$ cat config.mk
export PLATFORM = sky130hd
export DESIGN_NAME = regfile_write_arbiter
export DESIGN_NICKNAME = d
export VERILOG_FILES = /design/src/rtl/regfile_write_arbiter.sv
export SDC_FILE = /design/constraint.sdc
export NUM_CORES = 1
export LEC_CHECK = 0
export ABC_AREA = 1
export CORE_UTILIZATION = 53
export DETAILED_ROUTE_END_ITERATION = 16
export MAX_ROUTING_LAYER = met4
export PLACE_DENSITY = 0.86
export SYNTH_ARGS = -nofsm -noshare
export SYNTH_HDL_FRONTEND = slang
export SYNTH_SLANG_ARGS = --single-unit
$ cat constraint.sdc
create_clock -name clk -period 14.2 [get_ports clk]
set_input_delay 2.84 -clock clk [delete_from_list [all_inputs] [get_ports clk]]
set_output_delay 2.84 -clock clk [all_outputs]
set_load 0.05 [all_outputs]
$ cat src/rtl/regfile_write_arbiter.sv
// Two-requester register-file write-port arbiter: one holding entry per requester,
// round-robin on conflict, registered one-hot write enables/data/grant.
module regfile_write_arbiter #(
    parameter int unsigned N = 32,
    parameter int unsigned R = 32
) (
    input  logic         clk,
    input  logic         clr,
    input  logic         req0_valid,
    input  logic [4:0]   req0_addr,
    input  logic [N-1:0] req0_data,
    output logic         req0_ready,
    input  logic         req1_valid,
    input  logic [4:0]   req1_addr,
    input  logic [N-1:0] req1_data,
    output logic         req1_ready,
    output logic [R-1:0] wr_en,
    output logic [N-1:0] wr_data,
    output logic [1:0]   grant
);

    localparam int unsigned AW = 5;

    typedef enum logic {
        PRIO0 = 1'b0,
        PRIO1 = 1'b1
    } prio_e;

    prio_e          r_state;
    prio_e          w_state_nxt;

    logic           r_hold_v0;
    logic           r_hold_v1;
    logic [AW-1:0]  r_hold_addr0;
    logic [AW-1:0]  r_hold_addr1;
    logic [N-1:0]   r_hold_data0;
    logic [N-1:0]   r_hold_data1;

    logic           w_sel0;
    logic           w_sel1;
    logic           w_xfer0;
    logic           w_xfer1;
    logic [AW-1:0]  w_wr_addr;
    logic [N-1:0]   w_wr_data;
    logic [R-1:0]   w_wr_en;

    // Priority state register
    always_ff @(posedge clk or posedge clr) begin
        if (clr) begin
            r_state <= PRIO0;
        end else begin
            r_state <= w_state_nxt;
        end
    end

    // Arbitration over held entries only; priority rotates only on a conflict
    always_comb begin
        w_state_nxt = r_state;
        w_sel0      = 1'b0;
        w_sel1      = 1'b0;
        case ({r_hold_v1, r_hold_v0})
            2'b01: w_sel0 = 1'b1;
            2'b10: w_sel1 = 1'b1;
            2'b11: begin
                if (r_state == PRIO0) begin
                    w_sel0      = 1'b1;
                    w_state_nxt = PRIO1;
                end else begin
                    w_sel1      = 1'b1;
                    w_state_nxt = PRIO0;
                end
            end
            default: ;
        endcase
    end

    assign req0_ready = (!r_hold_v0 || w_sel0) && !clr;
    assign req1_ready = (!r_hold_v1 || w_sel1) && !clr;
    assign w_xfer0    = req0_valid && req0_ready;
    assign w_xfer1    = req1_valid && req1_ready;

    assign w_wr_addr = w_sel0 ? r_hold_addr0 : r_hold_addr1;
    assign w_wr_data = w_sel0 ? r_hold_data0 : r_hold_data1;
    // Register 0 is hardwired: the write is consumed but never enabled
    assign w_wr_en   = ((w_sel0 || w_sel1) && (w_wr_addr != AW'(0)))
                       ? (R'(1) << w_wr_addr) : R'(0);

    // Holding entries: a refill in the same cycle as a grant keeps the entry valid
    always_ff @(posedge clk or posedge clr) begin
        if (clr) begin
            r_hold_v0    <= 1'b0;
            r_hold_v1    <= 1'b0;
            r_hold_addr0 <= '0;
            r_hold_addr1 <= '0;
            r_hold_data0 <= '0;
            r_hold_data1 <= '0;
        end else begin
            if (w_xfer0) begin
                r_hold_v0    <= 1'b1;
                r_hold_addr0 <= req0_addr;
                r_hold_data0 <= req0_data;
            end else if (w_sel0) begin
                r_hold_v0    <= 1'b0;
            end
            if (w_xfer1) begin
                r_hold_v1    <= 1'b1;
                r_hold_addr1 <= req1_addr;
                r_hold_data1 <= req1_data;
            end else if (w_sel1) begin
                r_hold_v1    <= 1'b0;
            end
        end
    end

    // Write-port outputs; wr_data keeps its last value when idle
    always_ff @(posedge clk or posedge clr) begin
        if (clr) begin
            wr_en   <= '0;
            wr_data <= '0;
            grant   <= 2'b00;
        end else begin
            wr_en <= w_wr_en;
            grant <= {w_sel1, w_sel0};
            if (w_sel0 || w_sel1) begin
                wr_data <= w_wr_data;
            end
        end
    end

endmodule

-- After elaboration in Yosys (flattened, before gate mapping)
Index checks and enable logic that the tools add are counted.
Widths: inputs -> output; s select.
- flip-flop bits (word level): 143
- output and inout bits: 68
- shifts and indexed selects: 1
- equality and inequality tests: 3
- muxes and demuxes: 11
- reductions and logical operators: 14
- operators with widths (cell ; count):
    $mux 32 ; 2
    $shl 1x5->32 const A ; 1
    $mux 1 ; 6
    $logic_and 1x1->1 ; 5
    $mux 5 ; 1
    $reduce_bool 5->1 ; 1
    $eq 2x2->1 const B ; 2
    $pmux 1 s2 ; 2
    $reduce_bool 2->1 ; 2
    $logic_not 1->1 ; 3
    $logic_or 1x1->1 ; 3
    $eq 2x1->1 const B ; 1

-- Longest topological paths before layout
Gate-level depths: netlist of the first run.
- depth in word-level cells: 6
- depth in mapped cells: 10
- gate-level depth less buffers: 8

-- Least setup slack after synthesis of the first run
No wires, ideal clock.
- path type: input -> output
- start: in clr
- end: out req0_ready
- data arrival time: 6640 ps
- buffers on the path: 1
- stages: 4
- path slack: 4720 ps
- required time: 11360 ps
- cell sequence: inv_1 nand2_1 inv_2 buf_2
- word-level cells in the longest chain between the ends: 2
- ends and longest elaborated chain (element ; RTL line ; RTL):
    start, declared ; 8 ; input logic clr,
    $logic_not 1->1 (no line) ; -- ;
    $logic_and 1x1->1 ; 77 ; assign req0_ready = (!r_hold_v0 || w_sel0) && !clr;
    end, declared ; 12 ; output logic req0_ready,
No other way between the ends.

-- Worst setup path in the final report of the first run
Ends and elaborated chain as after synthesis.

==> flow_summary.toml, run 1 <==
[timing]
finalSetupViolations = 0
tns_ps = 0
rsz0062_at_grt = "false"
post-route-min-period_ps = 8160
period_share_pct = 57.5
finalClockSkew_ps = 4.96
hold_violations = 0
timing.final.ws_setup_ps = 6040
relSlewSlack_pct = 25.4
hold-worst-slack_ps = 468
fmax_mhz = 123
drv_slew = 0
tightestPinTransition_ps = 1120

[global_route]
grt_pass1_vias = 4854
grt_first_pass_wirelength_mm = 23.3
grt_max_degree = 94
use_met1_pct = 33.2
grt_most_used_layer = "met2"
antenna_found_initial = 0
gr-total-overflow = 0
use_met2_pct = 45.6
met3_usage_pct = 7.91
grtUsageTotal_pct = 28.0

[clocking]
clock-sinks = 143
post_cts_buffers = 0
cts_tree = "built"
numCtsBuffers = 17
root_buffer = "clkbuf_8"
cts_max_path_buffers = 2
htreeDepth = 4
worstSkewPairLatency_ps = 530
post_cts_resized = 0
clk_pin_slew_ps = 60
cts_hold_buf = 0

[power]
clock_power_share_pct = 37.1
switching_share_pct = 31.8
comb_power_share_pct = 23.8
power.leakage_nw = 3.79
powerDensity_mw_per_mm2 = 163
ir_drop_mv = 0.0961
internal-power_uw = 873
power.switching_uw = 406
power_frac_seq_pct = 39.2
total_power_mw = 1.28

[detailed_routing]
drt_iter0_drc = 335
via_per_inst = 5.31
ant_nets = 0
dr.pass1.iters = 7
drc = 0
vias = 4879
wl_per_cell_um = 15.4
routed_wl_mm = 14.1

[logic_synthesis]
yosys.area.top_type = "dfrtp_1"
synth_cell_types = 21
avgSynthCellArea_um2 = 8.98
syn_area_mm2 = 0.00575
syn_nets = 718
synthTopCellsByArea = "dfrtp_1 62%, nand2_1 13%, nand3_1 5.9%"
yosys_register_bits = 143
synthCells = 640
yosys_warnings = 0
seq_area_frac_synth_pct = 62.3
synth.top_cell.area_share_pct = 62.3

[worst_setup_path]
worstReg2RegStart = "r_hold_v0$_DFFE_PP0P_"
crit_top_cell = "clkdlybuf4s50_1"
end_kind = "output port"
startpoint = "clr"
max_stage_delay_ps = 920
cp_num_buf_inv = 4
crit_cells = 5
cp-start-kind = "input pin"
cp_slowest_cell = "clkdlybuf4s50_1"
crit_type = "input pin to output port"
cp_top_family = "buffers and inverters"
path_cells = "clkdlybuf4s50_1, inv_6, nand2_1, inv_2, clkdlybuf4s50_1"
r2r_cells = 4
crit_required_ps = 11360
crit_arrival_ps = 5320
crit_fanout = 52

[placement]
place.gp.congestion = 0.842
dpl_cell_area_mm2 = 0.00722
hpwl_mm = 9.18
portBuffers = 145
dp.cells = 887
preCtsSetupSlack_ps = 6030

[run_status]
outcome = "finished, final reports clean"

[floorplan]
core_mm2 = 0.0104
die_y_um = 106
pin_count = 146
dieArea_mm2 = 0.0113
die_w_um = 106
fp-row-count = 37
start_util_pct = 55.2

[final_layout]
num_antenna_cells = 0
final_cells = 919
postLayoutCellArea_mm2 = 0.00786
final_nets = 848
area_growth_pct = 36.8
final_util_pct = 75.5
drive_above_1_share_pct = 7.41

[worst_hold_path]
min_from = "r_hold_data0[22]$_DFFE_PP0P_"
hold_class = "flip-flop to flip-flop"
min_path_cells = 2

[run]
cap_violations = 0
## Yosys cell counts, drive strengths merged
library cell,n
dfrtp,143
inv,27
nand3,69
o21ai,64
nand2,203
nor2,76
buf,21
nand4,1
a31oi,1
a21oi,17
clkbuf,17
conb,1
## flip-flops by register name (all words and copies together), names as in the netlist
register	cells
r_hold_data0	32
r_hold_data1	32
wr_data	32
wr_en	32
r_hold_addr0	5
r_hold_addr1	5
grant	2
r_hold_v0	1
r_hold_v1	1
r_state	1
## power groups by stage
stage / combinational (mW) / sequential [mW] / clock (mW)
global placement: 0.295 / 0.504 / 0
global route: 0.328 / 0.506 / 0.499
CTS: 0.306 / 0.500 / 0.480
finish: 0.304 / 0.501 / 0.474
detailed placement: 0.303 / 0.506 / 0
floorplan: 0.107 / 0.592 / 0
## tightest hold or removal path, stage by stage, from the launching register on
cell,delay [ps]
dfrtp_1,340
nand2_1,50
nand2_1,40
## cells by family after synthesis
family                 Yosys count  share of synthesized area, %
AOI/OAI and AO/OA               82                          7.43
buffers and inverters           65                          5.01
DFF                            143                          62.3
other                            1                        0.0653
and+or+nand+nor                349                          25.2
## placed cells by master (no fill, tap or decap)
cell type / n
nand2_1: 196
clkdlybuf4s50_1: 145
dfrtp_1: 143
nor2_1: 68
nand3_1: 68
o21ai_0: 55
inv_1: 22
a21oi_1: 17
clkbuf_16: 16
o21ai_1: 9
nor2_2: 8
nand2_2: 5
bufinv_16: 5
inv_2: 4
clkinv_4: 4
buf_4: 4
clkinv_2: 3
nand2_4: 2
clkbuf_8: 2
clkinvlp_4: 2
a31oi_4: 1
inv_6: 1
nand3_2: 1
nand4_1: 1
conb_1: 1
## metal layers
layer / part of all wire [%] / vias up / wire length, um
met1: 39 / 2347 / 5520
li1: - / 2299 / -
met3: 7.0 / 26 / 982
met4: 2.0 / 0 / 289
met5: 0 / - / 0
met2: 52 / 207 / 7330
## area by class of cell
cell class | count | area [um^2]
multi-input cells | 432 | 1880
clock buffers | 18 | 428
well taps | 136 | 170
repair buffers | 149 | 1480
fillers | 714 | 2550
clock inverters | 14 | 215
flip-flops and latches | 143 | 3580
inverters | 27 | 106
## final timing paths
kind                                                 to  slack [ps]
max reg2reg                r_hold_data1[30]$_DFFE_PP0P_       11530
min reg2reg                r_hold_data0[22]$_DFFE_PP0P_         470
min                        r_hold_data0[22]$_DFFE_PP0P_         470
min in group asynchronous   r_hold_addr1[2]$_DFFE_PP0P_        2820
max in group asynchronous            wr_en[1]$_DFF_PP0_        9880
max                                          req0_ready        6040
Power figures use the tool's default switching activity.
==> inputs of run 2 (changes only) <==
--- a/config.mk
+++ b/config.mk
@@ -6,10 +6,10 @@
 export NUM_CORES = 1
 export LEC_CHECK = 0
 export ABC_AREA = 1
-export CORE_UTILIZATION = 53
+export CORE_UTILIZATION = 44
 export DETAILED_ROUTE_END_ITERATION = 16
 export MAX_ROUTING_LAYER = met4
-export PLACE_DENSITY = 0.86
+export PLACE_DENSITY = 0.76
 export SYNTH_ARGS = -nofsm -noshare
 export SYNTH_HDL_FRONTEND = slang
 export SYNTH_SLANG_ARGS = --single-unit
==> constraint.sdc (replaced) <==
create_clock -name clk -period 7.5 [get_ports clk]
set_input_delay 1.5 -clock clk [delete_from_list [all_inputs] [get_ports clk]]
set_output_delay 1.5 -clock clk [all_outputs]
set_load 0.05 [all_outputs]
==> flow_summary.toml, run 2 (synthesis gave the netlist of run 1 again) <==
[worst_setup_path]
cp-start-kind = "input pin"
cp_slowest_cell = "clkdlybuf4s50_1"
cp_top_family = "buffers and inverters"
crit_arrival_ps = 3640
crit_type = "input pin to output port"
crit_required_ps = 6000
crit_top_cell = "clkdlybuf4s50_1"
end_kind = "output port"
max_stage_delay_ps = 800
path_cells = "clkdlybuf4s50_1, inv_6, nand2_1, inv_2, clkdlybuf4s50_1"
cp_num_buf_inv = 4
crit_fanout = 79

[detailed_routing]
via_per_inst = 4.99
drc = 0
vias = 4772
ant_nets = 0
routed_wl_mm = 13.8
wl_per_cell_um = 14.4
drt_iter0_drc = 268
dr.pass1.iters = 5

[floorplan]
pin_count = 146
core_mm2 = 0.0127
dieArea_mm2 = 0.0135
start_util_pct = 45.3
fp-row-count = 41
die_w_um = 116
die_y_um = 116

[final_layout]
drive_above_1_share_pct = 7.14
final_cells = 956
area_growth_pct = 37.2
fillers = 1063
final_common_cell = "nand2_1"
final_nets = 849
final_cell_mix = "196 x nand2_1, 145 x clkdlybuf4s50_1, 143 x dfrtp_1, 68 x nor2_1, 68 x nand3_1"
multi_input_area_mm2 = 0.00188
num_antenna_cells = 0
seqCellArea_mm2 = 0.00358

[clocking]
post_cts_resized = 0
post_cts_buffers = 0
clk_pin_slew_ps = 60
cts_hold_buf = 0
cts_max_path_buffers = 2
root_buffer = "clkbuf_16"
clock-sinks = 143
htreeDepth = 4
worstSkewPairLatency_ps = 410
cts_tree = "built"
numCtsBuffers = 17

[power]
internal-power_mw = 1.63
powerDensity_mw_per_mm2 = 304
clock_power_share_pct = 36.5
switching_share_pct = 31.8
ir_drop_mv = 0.135
power_frac_seq_pct = 39.6
power.leakage_nw = 3.78
comb_power_share_pct = 23.9
power.switching_uw = 760

[placement]
dp.cells = 924
place.gp.congestion = 0.806
portBuffers = 145
hpwl_mm = 9.13

[run]
cap_violations = 0

[global_route]
grt_first_pass_wirelength_mm = 22.5
grt_max_degree = 80
gr-total-overflow = 0
grt_pass1_vias = 4712
antenna_found_initial = 0
grtUsageTotal_pct = 22.6

[timing]
fmax_mhz = 195
hold_violations = 0
post-route-min-period_ps = 5140
relSlewSlack_pct = 34.9
tns_ps = 0
finalSetupViolations = 0
drv_slew = 0
rsz0062_at_grt = "false"
finalClockSkew_ps = 7.19
period_share_pct = 68.5
tightestPinTransition_ps = 973

[run_status]
outcome = "finished, final reports clean"

[worst_hold_path]
hold_class = "flip-flop to flip-flop"
run 2: tightest hold or removal path, cell delays in order (launching register included):
cell	delay [ps]
dfrtp_1	330
nand2_1	50
nand2_1	50
run 2: worst paths after layout:
kind	start	slack, ps	end	cells past startpoint
max reg2reg	r_hold_v0$_DFFE_PP0P_	4860	r_hold_addr1[0]$_DFFE_PP0P_	4
min in group asynchronous	clr	1650	wr_en[16]$_DFF_PP0_	2
max	clr	2360	req0_ready	5
max in group asynchronous	clr	4530	r_hold_data1[18]$_DFFE_PP0P_	3
min reg2reg	r_hold_data0[12]$_DFFE_PP0P_	460	r_hold_data0[12]$_DFFE_PP0P_	2
min	r_hold_data0[12]$_DFFE_PP0P_	460	r_hold_data0[12]$_DFFE_PP0P_	2
run 2: layer usage:
| metal | global-route usage [%] | up-vias | wire length [um] |
|---|---|---|---|
| met5 | - | - | 0 |
| met4 | 7.95 | 0 | 208 |
| met3 | 4.46 | 23 | 636 |
| met2 | 37.1 | 166 | 6900 |
| met1 | 27.9 | 2281 | 6070 |
| li1 | - | 2302 | - |
run 2: power by group through the flow:
stage / combinational [mW] / clock [mW] / sequential, mW
final: 0.572 / 0.875 / 0.947
after global routing: 0.621 / 0.915 / 0.960
after CTS: 0.577 / 0.885 / 0.947
after detailed placement: 0.575 / 0 / 0.958
after global placement: 0.562 / 0 / 0.955
after floorplan: 0.202 / 0 / 1.12
run 2: stage by stage:
stage          total power [mW]  hold slack [ps]  instance area [um^2]  utilization [%]  worst slack [ps]
2_1_floorplan              1.32              437                  5750                -               700
5_1_grt                    2.50              482                  7890             62.2              2130
4_1_cts                    2.41              469                  7890             62.2              2310
3_3_place_gp               1.52              450                  7270             57.4              2340
3_5_place_dp               1.53              454                  7270             57.4              2320
6_report                   2.39              465                  7890             62.2              2360
run 2: final cells by class:
cell class | count | area share [%]
clock inverter | 11 | 2.08
clock buffer | 21 | 5.71
sequential | 143 | 45.4
multi-input combinational | 432 | 23.9
timing repair buffer | 150 | 18.9
inverter | 27 | 1.35
tap | 172 | 2.73
